**src/rtl/circle_plotter_if.sv**
```systemverilog
// Command (start/busy/done) and pixel (plot/ready) bundle for one circle engine.
// The engine takes the slave side; the requester or arbiter takes the master side.
interface circle_plotter_if #(
  parameter int X_WIDTH      = 8,
  parameter int Y_WIDTH      = 7,
  parameter int R_WIDTH      = 7,
  parameter int COLOUR_WIDTH = 3
);
  logic                    start;
  logic [X_WIDTH-1:0]      centre_x;
  logic [Y_WIDTH-1:0]      centre_y;
  logic [R_WIDTH-1:0]      radius;
  logic [COLOUR_WIDTH-1:0] colour_in;
  logic                    fill;
  logic                    busy;
  logic                    done;
  logic [X_WIDTH-1:0]      x;
  logic [Y_WIDTH-1:0]      y;
  logic [COLOUR_WIDTH-1:0] colour;
  logic                    plot;
  logic                    ready;

  modport master (
    output start, centre_x, centre_y, radius, colour_in, fill, ready,
    input  busy, done, x, y, colour, plot
  );

  modport slave (
    input  start, centre_x, centre_y, radius, colour_in, fill, ready,
    output busy, done, x, y, colour, plot
  );
endinterface

```
**src/rtl/circle_plotter.sv**
```systemverilog
// Midpoint-circle engine (outline or filled) with clipping; first pixel 2 cycles after start.
// Pixels are registered and held while plot && !ready; one pixel per cycle at full throughput.
module circle_plotter #(
  parameter int X_WIDTH       = 8,
  parameter int Y_WIDTH       = 7,
  parameter int R_WIDTH       = 7,
  parameter int COLOUR_WIDTH  = 3,
  parameter int SCREEN_WIDTH  = 160,
  parameter int SCREEN_HEIGHT = 120
) (
  input  logic             CLOCK_50,
  input  logic             resetn,
  circle_plotter_if.slave  bus
);
  localparam int CW = X_WIDTH + 2;
  localparam int KW = R_WIDTH + 3;
  localparam logic signed [CW-1:0] ONE    = CW'(1);
  localparam logic signed [CW-1:0] ZERO   = '0;
  localparam logic signed [CW-1:0] SW_S   = CW'(SCREEN_WIDTH);
  localparam logic signed [CW-1:0] SH_S   = CW'(SCREEN_HEIGHT);
  localparam logic signed [KW-1:0] K_ZERO = '0;

  typedef enum logic [2:0] {
    S_IDLE, S_INIT, S_EMIT, S_SPAN_SETUP, S_SPAN, S_STEP, S_DONE
  } state_t;

  state_t                  state;
  logic [X_WIDTH-1:0]      cx;
  logic [Y_WIDTH-1:0]      cy;
  logic [R_WIDTH-1:0]      rad;
  logic                    fill_r;
  logic signed [CW-1:0]    ox, oy;
  logic signed [KW-1:0]    crit;
  logic [3:0]              idx;
  logic [2:0]              sidx;
  logic [X_WIDTH-1:0]      span_end;
  logic                    busy_r, done_r, plot_r;
  logic [X_WIDTH-1:0]      x_r;
  logic [Y_WIDTH-1:0]      y_r;
  logic [COLOUR_WIDTH-1:0] colour_r;

  logic signed [CW-1:0] cx_s, cy_s, r_s;
  logic signed [CW-1:0] cand_x, cand_y;
  logic                 cand_ok;
  logic signed [CW-1:0] row, half, lo, hi, lo_c, hi_c;
  logic                 span_ok;
  logic signed [CW-1:0] oy_n, ox_n, inc;
  logic signed [KW-1:0] crit_n;
  logic                 stall;

  assign cx_s  = $signed({{(CW-X_WIDTH){1'b0}}, cx});
  assign cy_s  = $signed({{(CW-Y_WIDTH){1'b0}}, cy});
  assign r_s   = $signed({{(CW-R_WIDTH){1'b0}}, bus.radius});
  assign stall = plot_r && !bus.ready;

  always_comb begin
    cand_x = cx_s;
    cand_y = cy_s;
    case (idx[2:0])
      3'd0: begin cand_x = cx_s + ox; cand_y = cy_s + oy; end
      3'd1: begin cand_x = cx_s + oy; cand_y = cy_s + ox; end
      3'd2: begin cand_x = cx_s - ox; cand_y = cy_s + oy; end
      3'd3: begin cand_x = cx_s - oy; cand_y = cy_s + ox; end
      3'd4: begin cand_x = cx_s + ox; cand_y = cy_s - oy; end
      3'd5: begin cand_x = cx_s + oy; cand_y = cy_s - ox; end
      3'd6: begin cand_x = cx_s - ox; cand_y = cy_s - oy; end
      default: begin cand_x = cx_s - oy; cand_y = cy_s - ox; end
    endcase
    cand_ok = (cand_x >= ZERO) && (cand_x < SW_S) && (cand_y >= ZERO) && (cand_y < SH_S);
  end

  // Spans 0/1 use half-width ox on rows cy+-oy; spans 2/3 use oy on rows cy+-ox.
  always_comb begin
    row  = cy_s;
    half = ox;
    case (sidx[1:0])
      2'd0:    begin row = cy_s + oy; half = ox; end
      2'd1:    begin row = cy_s - oy; half = ox; end
      2'd2:    begin row = cy_s + ox; half = oy; end
      default: begin row = cy_s - ox; half = oy; end
    endcase
    lo      = cx_s - half;
    hi      = cx_s + half;
    lo_c    = (lo < ZERO) ? ZERO : lo;
    hi_c    = (hi > SW_S - ONE) ? SW_S - ONE : hi;
    span_ok = (row >= ZERO) && (row < SH_S) && (lo_c <= hi_c);
  end

  always_comb begin
    oy_n   = oy + ONE;
    ox_n   = (crit <= K_ZERO) ? ox : ox - ONE;
    inc    = (crit <= K_ZERO) ? ((oy_n <<< 1) + ONE) : (((oy_n - ox_n) <<< 1) + ONE);
    crit_n = crit + KW'(inc);
  end

  always_ff @(posedge CLOCK_50 or negedge resetn) begin
    if (!resetn) begin
      state    <= S_IDLE;
      cx       <= '0;
      cy       <= '0;
      rad      <= '0;
      fill_r   <= 1'b0;
      ox       <= '0;
      oy       <= '0;
      crit     <= '0;
      idx      <= '0;
      sidx     <= '0;
      span_end <= '0;
      busy_r   <= 1'b0;
      done_r   <= 1'b0;
      plot_r   <= 1'b0;
      x_r      <= '0;
      y_r      <= '0;
      colour_r <= '0;
    end else begin
      case (state)
        S_IDLE: begin
          done_r <= 1'b0;
          if (bus.start) begin
            cx       <= bus.centre_x;
            cy       <= bus.centre_y;
            rad      <= bus.radius;
            fill_r   <= bus.fill;
            colour_r <= bus.colour_in;
            busy_r   <= 1'b1;
            state    <= S_INIT;
          end
        end
        S_INIT: begin
          ox   <= $signed({{(CW-R_WIDTH){1'b0}}, rad});
          oy   <= ZERO;
          crit <= KW'(ONE - $signed({{(CW-R_WIDTH){1'b0}}, rad}));
          sidx <= '0;
          // A zero radius reuses the last outline candidate, which is the centre itself.
          if (rad == '0) begin
            idx   <= 4'd7;
            state <= S_EMIT;
          end else begin
            idx   <= 4'd0;
            state <= fill_r ? S_SPAN_SETUP : S_EMIT;
          end
        end
        S_EMIT: begin
          if (!stall) begin
            if (idx == 4'd8) begin
              plot_r <= 1'b0;
              state  <= S_STEP;
            end else begin
              plot_r <= cand_ok;
              if (cand_ok) begin
                x_r <= cand_x[X_WIDTH-1:0];
                y_r <= cand_y[Y_WIDTH-1:0];
              end
              idx <= idx + 4'd1;
            end
          end
        end
        S_SPAN_SETUP: begin
          if (sidx == 3'd4) begin
            state <= S_STEP;
          end else if (span_ok) begin
            x_r      <= lo_c[X_WIDTH-1:0];
            y_r      <= row[Y_WIDTH-1:0];
            span_end <= hi_c[X_WIDTH-1:0];
            plot_r   <= 1'b1;
            state    <= S_SPAN;
          end else begin
            sidx <= sidx + 3'd1;
          end
        end
        S_SPAN: begin
          if (plot_r && bus.ready) begin
            if (x_r == span_end) begin
              plot_r <= 1'b0;
              sidx   <= sidx + 3'd1;
              state  <= S_SPAN_SETUP;
            end else begin
              x_r <= x_r + 1'b1;
            end
          end
        end
        S_STEP: begin
          oy   <= oy_n;
          ox   <= ox_n;
          crit <= crit_n;
          idx  <= '0;
          sidx <= '0;
          if (oy_n <= ox_n) begin
            state <= fill_r ? S_SPAN_SETUP : S_EMIT;
          end else begin
            busy_r <= 1'b0;
            done_r <= 1'b1;
            state  <= S_DONE;
          end
        end
        default: begin
          done_r <= 1'b0;
          state  <= S_IDLE;
        end
      endcase
    end
  end

  assign bus.busy   = busy_r;
  assign bus.done   = done_r;
  assign bus.plot   = plot_r;
  assign bus.x      = x_r;
  assign bus.y      = y_r;
  assign bus.colour = colour_r;
endmodule
```
**src/flat_wrapper.sv**
```systemverilog
// flat-port wrapper written by rule: the top's interface ports become plain ports
module circle_plotter_flat 
#(
  parameter int X_WIDTH       = 8,
  parameter int Y_WIDTH       = 7,
  parameter int R_WIDTH       = 7,
  parameter int COLOUR_WIDTH  = 3,
  parameter int SCREEN_WIDTH  = 160,
  parameter int SCREEN_HEIGHT = 120
)
  (CLOCK_50, resetn, bus_start, bus_centre_x, bus_centre_y, bus_radius, bus_colour_in, bus_fill, bus_ready, bus_busy, bus_done, bus_x, bus_y, bus_colour, bus_plot);
  circle_plotter_if #(.X_WIDTH(X_WIDTH), .Y_WIDTH(Y_WIDTH), .R_WIDTH(R_WIDTH), .COLOUR_WIDTH(COLOUR_WIDTH)) bus_i ();
  input  logic CLOCK_50;
  input  logic resetn;
  input wire logic [$bits(bus_i.start)-1:0] bus_start;
  input wire logic [$bits(bus_i.centre_x)-1:0] bus_centre_x;
  input wire logic [$bits(bus_i.centre_y)-1:0] bus_centre_y;
  input wire logic [$bits(bus_i.radius)-1:0] bus_radius;
  input wire logic [$bits(bus_i.colour_in)-1:0] bus_colour_in;
  input wire logic [$bits(bus_i.fill)-1:0] bus_fill;
  input wire logic [$bits(bus_i.ready)-1:0] bus_ready;
  output wire logic [$bits(bus_i.busy)-1:0] bus_busy;
  output wire logic [$bits(bus_i.done)-1:0] bus_done;
  output wire logic [$bits(bus_i.x)-1:0] bus_x;
  output wire logic [$bits(bus_i.y)-1:0] bus_y;
  output wire logic [$bits(bus_i.colour)-1:0] bus_colour;
  output wire logic [$bits(bus_i.plot)-1:0] bus_plot;
  assign bus_i.start = bus_start;
  assign bus_i.centre_x = bus_centre_x;
  assign bus_i.centre_y = bus_centre_y;
  assign bus_i.radius = bus_radius;
  assign bus_i.colour_in = bus_colour_in;
  assign bus_i.fill = bus_fill;
  assign bus_i.ready = bus_ready;
  assign bus_busy = bus_i.busy;
  assign bus_done = bus_i.done;
  assign bus_x = bus_i.x;
  assign bus_y = bus_i.y;
  assign bus_colour = bus_i.colour;
  assign bus_plot = bus_i.plot;
  circle_plotter #(.X_WIDTH(X_WIDTH), .Y_WIDTH(Y_WIDTH), .R_WIDTH(R_WIDTH), .COLOUR_WIDTH(COLOUR_WIDTH), .SCREEN_WIDTH(SCREEN_WIDTH), .SCREEN_HEIGHT(SCREEN_HEIGHT)) u_core (.CLOCK_50(CLOCK_50), .resetn(resetn), .bus(bus_i));
endmodule
```
**config.mk**
```make
export PLATFORM = sky130hd
export DESIGN_NAME = circle_plotter_flat
export DESIGN_NICKNAME = d
export VERILOG_FILES = /design/src/rtl/circle_plotter_if.sv /design/src/rtl/circle_plotter.sv /design/src/flat_wrapper.sv
export SDC_FILE = /design/constraint.sdc
export NUM_CORES = 1
export LEC_CHECK = 0
export CORE_MARGIN = 3
export CORE_UTILIZATION = 30
export DETAILED_ROUTE_END_ITERATION = 16
export PLACE_DENSITY = 0.52
export SYNTH_ARGS = -nofsm -noshare
export SYNTH_HDL_FRONTEND = slang
export SYNTH_SLANG_ARGS = --single-unit
```
**constraint.sdc**
```tcl
create_clock -name CLOCK_50 -period 6.3 [get_ports CLOCK_50]
set_input_delay 1.26 -clock CLOCK_50 [delete_from_list [all_inputs] [get_ports CLOCK_50]]
set_output_delay 1.26 -clock CLOCK_50 [all_outputs]
set_load 0.02 [all_outputs]
```
# After elaboration in Yosys (flattened, before gate mapping)
# Cells that the tools add are included.
# W data, S select, Z words.
dict set report word_totals {
  output_inout_bits 21
  inputBits 30
  reg_bits 92
  word_cells 173
}
dict set report op_classes {
  n_reduce_logical 37
  eq_ne 29
  order_cmp 11
  bitwise_logic 2
  add_sub_neg 20
  n_mux 57
}
# op count
set op_table {}
lappend op_table {{$pmux W10 S3} 3}
lappend op_table {{$pmux W10 S2} 3}
lappend op_table {{$mux W8} 7}
lappend op_table {{$mux W10} 5}
lappend op_table {{$mux W3} 14}
lappend op_table {{$mux W7} 5}
lappend op_table {{$add A10 B2 Y10 const B} 3}
lappend op_table {{$add A9 B10 Y10} 3}
lappend op_table {{$ge A10 B1 Y1 const B} 3}
lappend op_table {{$sub A9 B10 Y10} 3}
lappend op_table {{$pmux W8 S3} 1}
lappend op_table {{$add A8 B10 Y10} 2}
lappend op_table {{$le A10 B10 Y1} 2}
lappend op_table {{$lt A10 B8 Y1 const B} 2}
lappend op_table {{$sub A8 B10 Y10} 2}
lappend op_table {{$eq A3 B3 Y1 const B} 6}
lappend op_table {{$pmux W3 S6} 1}
lappend op_table {{$reduce_and A6 Y1} 3}
lappend op_table {{$reduce_or A2 Y1} 8}
lappend op_table {{$ne A2 B2 Y1 const B} 7}
lappend op_table {{$pmux W7 S2} 1}
lappend op_table {{$eq A3 B2 Y1 const B} 4}
lappend op_table {{$pmux W4 S3} 1}
lappend op_table {{$add A10 B10 Y10} 1}
lappend op_table {{other kinds (35)} 66}

# Depth between registers and ports, before layout
dict set report depth {
  depth_word 11
  mapped_depth 28
}

# Worst setup path before layout
# Ideal clock, no wire load.
dict set report synth_path {
  kind {register to register}
  from {reg u_core.sidx[0]}
  to {reg u_core.y_r[0] (netlist: u_core.bus.y[0])}
  setup_slack_ns 0.480
  arrival_time_ns 5.695
  path_stages_with_launch 27
  path_buffers 2
  period_less_slack_ns 5.820
  setup_time_ns 0.125
  path_cell_list {dfrtp_1 > inv_1 > ha_1 > clkbuf_1 > nor2_1 > clkbuf_1 > nand2_1 > o21ai_0 > ha_1 > inv_1 > fa_1 > nor2b_1 > o21ai_0 > a21boi_0 > o31a_1 > o21ai_0 > and3_1 > o31a_1 > nand2b_1 > ha_1 > or4_1 > nor2_1 > a2111o_1 > and3_1 > o2111ai_2 > o41ai_4 > mux2_2}
}
dict set report synth_via {
  elab_chain_cells 10
  elab_cells_between_ends 24
  cone_classes {2 x add/sub; 5 x order compare; 5 x eq/ne; 7 x mux; 5 x reduce/logical}
}
# item line_no
set synth_lines {}
lappend synth_lines {{start: declaration} circle_plotter.sv:35} ;# logic [2:0] sidx;
lappend synth_lines {{start signal: assignment} circle_plotter.sv:168} ;# sidx <= sidx + 3'd1;
lappend synth_lines {{start signal: assignment} circle_plotter.sv:175} ;# sidx <= sidx + 3'd1;
lappend synth_lines {{$eq A2 B1 Y1 or $logic_not A2 Y1 (tied branches)} circle_plotter.sv:76} ;# case (sidx[1:0])
lappend synth_lines {{$reduce_or A2 Y1 (no line)} -}
lappend synth_lines {{$mux W10} circle_plotter.sv:76}
lappend synth_lines {{$sub A9 B10 Y10 or $add A9 B10 Y10 (tied branches)} {circle_plotter.sv:82, circle_plotter.sv:83}}
lappend synth_lines {{$lt A10 B1 Y1 or $gt A10 B9 Y1 (tied branches)} {circle_plotter.sv:84, circle_plotter.sv:85}}
lappend synth_lines {{$mux W10, on equally long branches} {circle_plotter.sv:84, circle_plotter.sv:85}}
lappend synth_lines {{$le A10 B10 Y1} circle_plotter.sv:86} ;# span_ok = (row >= ZERO) && (row < SH_S) && (lo_c <= hi_c);
lappend synth_lines {{$logic_and A1 B1 Y1} circle_plotter.sv:86}
lappend synth_lines {{$ne A2 B1 Y1 (no line)} -}
lappend synth_lines {{$reduce_and A6 Y1 (no line)} -}
lappend synth_lines {{end signal: assignment} circle_plotter.sv:152} ;# y_r <= cand_y[Y_WIDTH-1:0];
lappend synth_lines {{end signal: assignment} circle_plotter.sv:163} ;# y_r <= row[Y_WIDTH-1:0];
lappend synth_lines {{end: declaration} circle_plotter.sv:39} ;# logic [Y_WIDTH-1:0] y_r;
# Several ways; a longest one is shown, not always the timed one. The select of a mux whose other input is x is not followed.
# A chain may end at the register's enable or synchronous reset.

# Final worst setup path
dict set report layout_path {
  from {reg u_core.sidx[1]}
  to {reg u_core.x_r[6] (netlist: u_core.bus.x[6])}
}
dict set report layout_via {
  elab_chain_cells 10
  elab_cells_between_ends 24
  cone_classes {2 x add/sub; 5 x order compare; 5 x eq/ne; 7 x mux; 5 x reduce/logical}
}
# item line_no
set layout_lines {}
lappend layout_lines {{$eq A2 B1 Y1 or $logic_not A2 Y1 (tied branches)} circle_plotter.sv:76}
lappend layout_lines {{$reduce_or A2 Y1 (no line)} -}
lappend layout_lines {{$mux W10} circle_plotter.sv:76}
lappend layout_lines {{$sub A9 B10 Y10 or $add A9 B10 Y10 (tied branches)} {circle_plotter.sv:82, circle_plotter.sv:83}}
lappend layout_lines {{$lt A10 B1 Y1 or $gt A10 B9 Y1 (tied branches)} {circle_plotter.sv:84, circle_plotter.sv:85}}
lappend layout_lines {{$mux W10, on equally long branches} {circle_plotter.sv:84, circle_plotter.sv:85}}
lappend layout_lines {{$le A10 B10 Y1} circle_plotter.sv:86}
lappend layout_lines {{$logic_and A1 B1 Y1} circle_plotter.sv:86}
lappend layout_lines {{$ne A2 B1 Y1 (no line)} -}
lappend layout_lines {{$reduce_and A8 Y1 (no line)} -}
lappend layout_lines {{end signal: assignment} circle_plotter.sv:151} ;# x_r <= cand_x[X_WIDTH-1:0];
lappend layout_lines {{end signal: assignment} circle_plotter.sv:162} ;# x_r <= lo_c[X_WIDTH-1:0];
lappend layout_lines {{end signal: assignment} circle_plotter.sv:178} ;# x_r <= x_r + 1'b1;
lappend layout_lines {{end: declaration} circle_plotter.sv:38} ;# logic [X_WIDTH-1:0] x_r;
# Several ways; a longest one is shown, not always the timed one. The select of a mux whose other input is x is not followed.

==> results_dict.tcl <==
set metrics [dict create \
    status "finished, final reports clean" \
    hp-class "flip-flop to flip-flop" \
    grt_pass1_vias 8803 \
    synth_fp_nets 1358 \
    place_hpwl_um 25200 \
    syn_avg_cell_area_um2 8.25 \
    synth_area_um2 10100 \
    yosys_warnings 0 \
    grt_setup_unrepaired "no" \
    post_synth_mux_area_share 0.0726 \
    clock-root-buffer "clkbuf_16" \
    synth-adder-area-share 0.138 \
    worstSetupStartpoint "u_core.sidx[1]" \
    r2r_start "u_core.sidx[1]" \
    worst-path-stages 25 \
    synth_enable_flop_cells 0 \
    synth_top_area_cell "dfrtp_1" \
    floorplan.die_area_um2 35800 \
    die_height_um 189 \
    synth_sequential_area_ratio 0.228 \
    final.period_utilization 0.936 \
    synth-simple-area-share 0.187 \
    detail_route.iter0.violations 626 \
    grt_util_all_layers 0.181 \
    critPathSlowestCell "dfrtp_1" \
    clock_tree_from_tritoncts "done" \
    worst-r2r-setup-slack_ps 400 \
    drt_drc 0 \
    synth-seq-cells 92 \
    finalWorstPathRequiredPeriod_ps 5900 \
    finalClockSkew_ps 12.7 \
    antenna-diode-count 0 \
    overflow 0 \
    area_growth_syn_to_layout_pct 12.8 \
    top_ports 51 \
    critical_path.max_stage_delay_ps 420 \
    cp.required_ps 6550 \
    clkSlewWorstSetupHoldPaths_ps 70 \
    dr_total_vias 9273 \
    ff2ff_path_depth 25 \
    cp-start-kind "flip-flop" \
    crit_path_end_kind "flip-flop" \
    routedWlPerCell_um 19.3 \
    die_w_um 189 \
    pin_count_of_the_biggest_net_entering_global_routing 53 \
    placed_cells 1677 \
    total_of_max_cap_violations 0 \
    synthesis.instances 1222 \
    netlist.area_leader.share 0.228 \
    std_cell_rows 66 \
    tightestPinTransition_ps 953 \
    initial_utilization 0.307 \
    finalNonFillerCells 1693 \
    rr_endpoint "u_core.bus.x[6]" \
    synth_compound_area_frac 0.247 \
    main_combinational_cell_family_by_area_after_synthesis "compound AO/OA/AOI/OAI gates" \
    cts.path.max_buffers 2 \
    design.core.area_um2 32800 \
    ys.flop_type "dfrtp_1" \
    number_of_antenna_violations_at_the_first_check_in_global_routing 0 \
    drive_above_1_share 0.0983 \
    dr.pass1.iters 8 \
    worst-endpoint-arrival_ps 6150 \
    critPathCapture "u_core.bus.x[6]" \
    design.final.nets 1382 \
    timing.critical_path.buf_inv 3 \
    max_clock_freq_mhz 170 \
    global_route_wire_length_before_repair_um 51000 \
    final_antenna_net_count 0 \
    timing.final.max_slew_violations 0 \
    worstPathMaxFanout 13 \
    async_set_or_reset_flop_fraction_in_the_synthesized_netlist 1.00 \
    synth_unique_cells 97 \
    detail_route.vias_per_cell 5.48 \
    place.port_buffers 50 \
    worst-setup-path-type "flip-flop to flip-flop" \
    critPathTopFamily "compound AO/OA/AOI/OAI gates" \
    synth.top_cells.by_area "dfrtp_1 (23%), ha_1 (12%), xnor2_1 (4.9%)" \
    number_of_clock_sinks 92 \
    htree_levels 3 \
    slew-limit-headroom 0.364 \
    wl_um 32700 \
    cts_hold_buffers 0 \
    report.final.setup_viol 0 \
    worstSkewPairLatency_ps 370 \
    place_congestion 0.948 \
    final_hold_viol_count 0 \
    xor_xnor_share_of_the_synthesized_area 0.0713 \
    fin_worst_hold_slack_ps 493 \
    tritoncts.num_buffers 9 \
    fin_tns_setup_ps 0 \
]
[worst min-delay path by stage]
stage	start	end	slack [ps]	cells past startpoint
6_report	u_core.idx[3]	u_core.idx[3]	490	1
5_1_grt	u_core.bus.y[3]	u_core.bus.y[3]	530	1
4_1_cts	u_core.idx[3]	u_core.idx[3]	490	1
3_5_place_dp	u_core.idx[3]	u_core.idx[3]	490	1
3_3_place_gp	u_core.idx[3]	u_core.idx[3]	480	1
2_1_floorplan	u_core.idx[3]	u_core.idx[3]	450	1
[state kept, by name, indices dropped and copies added (netlist names), 3 cells and up]
register and count:
u_core.bus.colour 3, u_core.rad 7, u_core.idx 4, u_core.cy 7, u_core.cx 8, u_core.state 3, u_core.bus.y 7, u_core.bus.x 8
u_core.oy 10, u_core.sidx 3, u_core.span_end 8, u_core.ox 10, u_core.crit 10
[logic make-up (layout without fill, tap and decap cells)]
group / after synthesis / count (layout)
simple gates: 378 / 378
compound gates: 363 / 363
buf+inv: 137 / 166
fa+ha+maj: 106 / 106
flops: 92 / 92
xor+xnor: 82 / 82
mux: 64 / 64
[timing repair]
item	4_1_cts	5_1_grt
gates resized for setup	0	3
endpoints found under the setup margin	0	19
buffers inserted	0	0
[area by class of cell]
type                            count  area, µm²
Fill cell                        3468      21400
Multi-Input combinational cell    993       7240
Sequential cell                    92       2300
Timing Repair Buffer               74        678
Tap cell                          442        553
Inverter                           76        285
Clock buffer                       11        243
Clock inverter                      5       60.1
[routing by layer]
| layer | vias to the layer above | GRT usage | routed length [µm] |
|---|---|---|---|
| met2 | 238 | 0.289 | 14700 |
| li1 | 4477 | - | - |
| met5 | - | 0 | 0 |
| met3 | 49 | 0.0230 | 1330 |
| met1 | 4509 | 0.258 | 15900 |
| met4 | 0 | 0.0492 | 742 |
[cells in the final DEF (no fill, tap or decap), types with 5 or more instances in the layout]
| cell | instances |
|---|---|
| a211oi_1 | 12 |
| a21o_1 | 15 |
| a21oi_1 | 82 |
| a31oi_1 | 15 |
| and2_1 | 5 |
| and3_1 | 15 |
| buf_4 | 25 |
| clkbuf_16 | 9 |
| clkdlybuf4s50_1 | 49 |
| dfrtp_1 | 92 |
| fa_1 | 9 |
| ha_1 | 96 |
| inv_1 | 73 |
| mux2_2 | 40 |
| mux2i_1 | 18 |
| nand2_1 | 102 |
| nand2b_1 | 24 |
| nand3_1 | 26 |
| nand3b_1 | 5 |
| nand4_1 | 9 |
| nor2_1 | 96 |
| nor2b_1 | 20 |
| nor3_1 | 25 |
| nor3b_1 | 6 |
| nor4_1 | 10 |
| o211ai_1 | 10 |
| o21a_1 | 10 |
| o21ai_0 | 94 |
| o21bai_1 | 14 |
| o22ai_1 | 13 |
| o31a_1 | 6 |
| o31ai_1 | 7 |
| o32ai_1 | 5 |
| or2_2 | 7 |
| or3_1 | 8 |
| xnor2_1 | 56 |
| xor2_1 | 26 |
[Yosys cell counts, drive strengths merged, types with 9 or more instances]
cell,number
a211oi,15
a21o,17
a21oi,82
a31oi,16
and3,15
buf,19
clkbuf,42
dfrtp,92
fa,9
ha,97
inv,74
mux2,43
mux2i,18
nand2,103
nand2b,24
nand3,26
nand4,9
nor2,97
nor2b,20
nor3,26
nor4,10
o211ai,10
o21a,10
o21ai,94
o21bai,14
o22ai,14
or3,9
xnor2,56
xor2,26
[worst register-to-register path, cell delays in order, from the launching register on]
cell       delay (ps)
dfrtp_1           420
inv_1             120
ha_2              300
nor2_1             70
buf_4             170
buf_4             190
o21ai_0           420
ha_1              370
nand3_1           100
o2111ai_1         200
a21o_1            240
a21oi_1           210
xnor2_1           180
o21a_1            160
o31a_1            280
o21ba_2           220
ha_1              290
nand4_1            70
or3_1             390
o211ai_1          120
a2111o_1          160
nand4_1           170
a31oi_1           190
o21a_1            190
o221ai_4          200
mux2_1            370
[per-stage QoR]
step | setup slack, ps | cell area [µm²] | util
after floorplan | 480 | 10100 | -
after global placement | 444 | 11000 | 0.337
after detailed placement | 302 | 11000 | 0.337
after CTS | 254 | 11300 | 0.346
after global routing | 9.20 | 11400 | 0.347
final | 402 | 11400 | 0.347
Power is not shown: default switching activity piles up to over one toggle a cycle in this logic, so the estimate is an artifact.
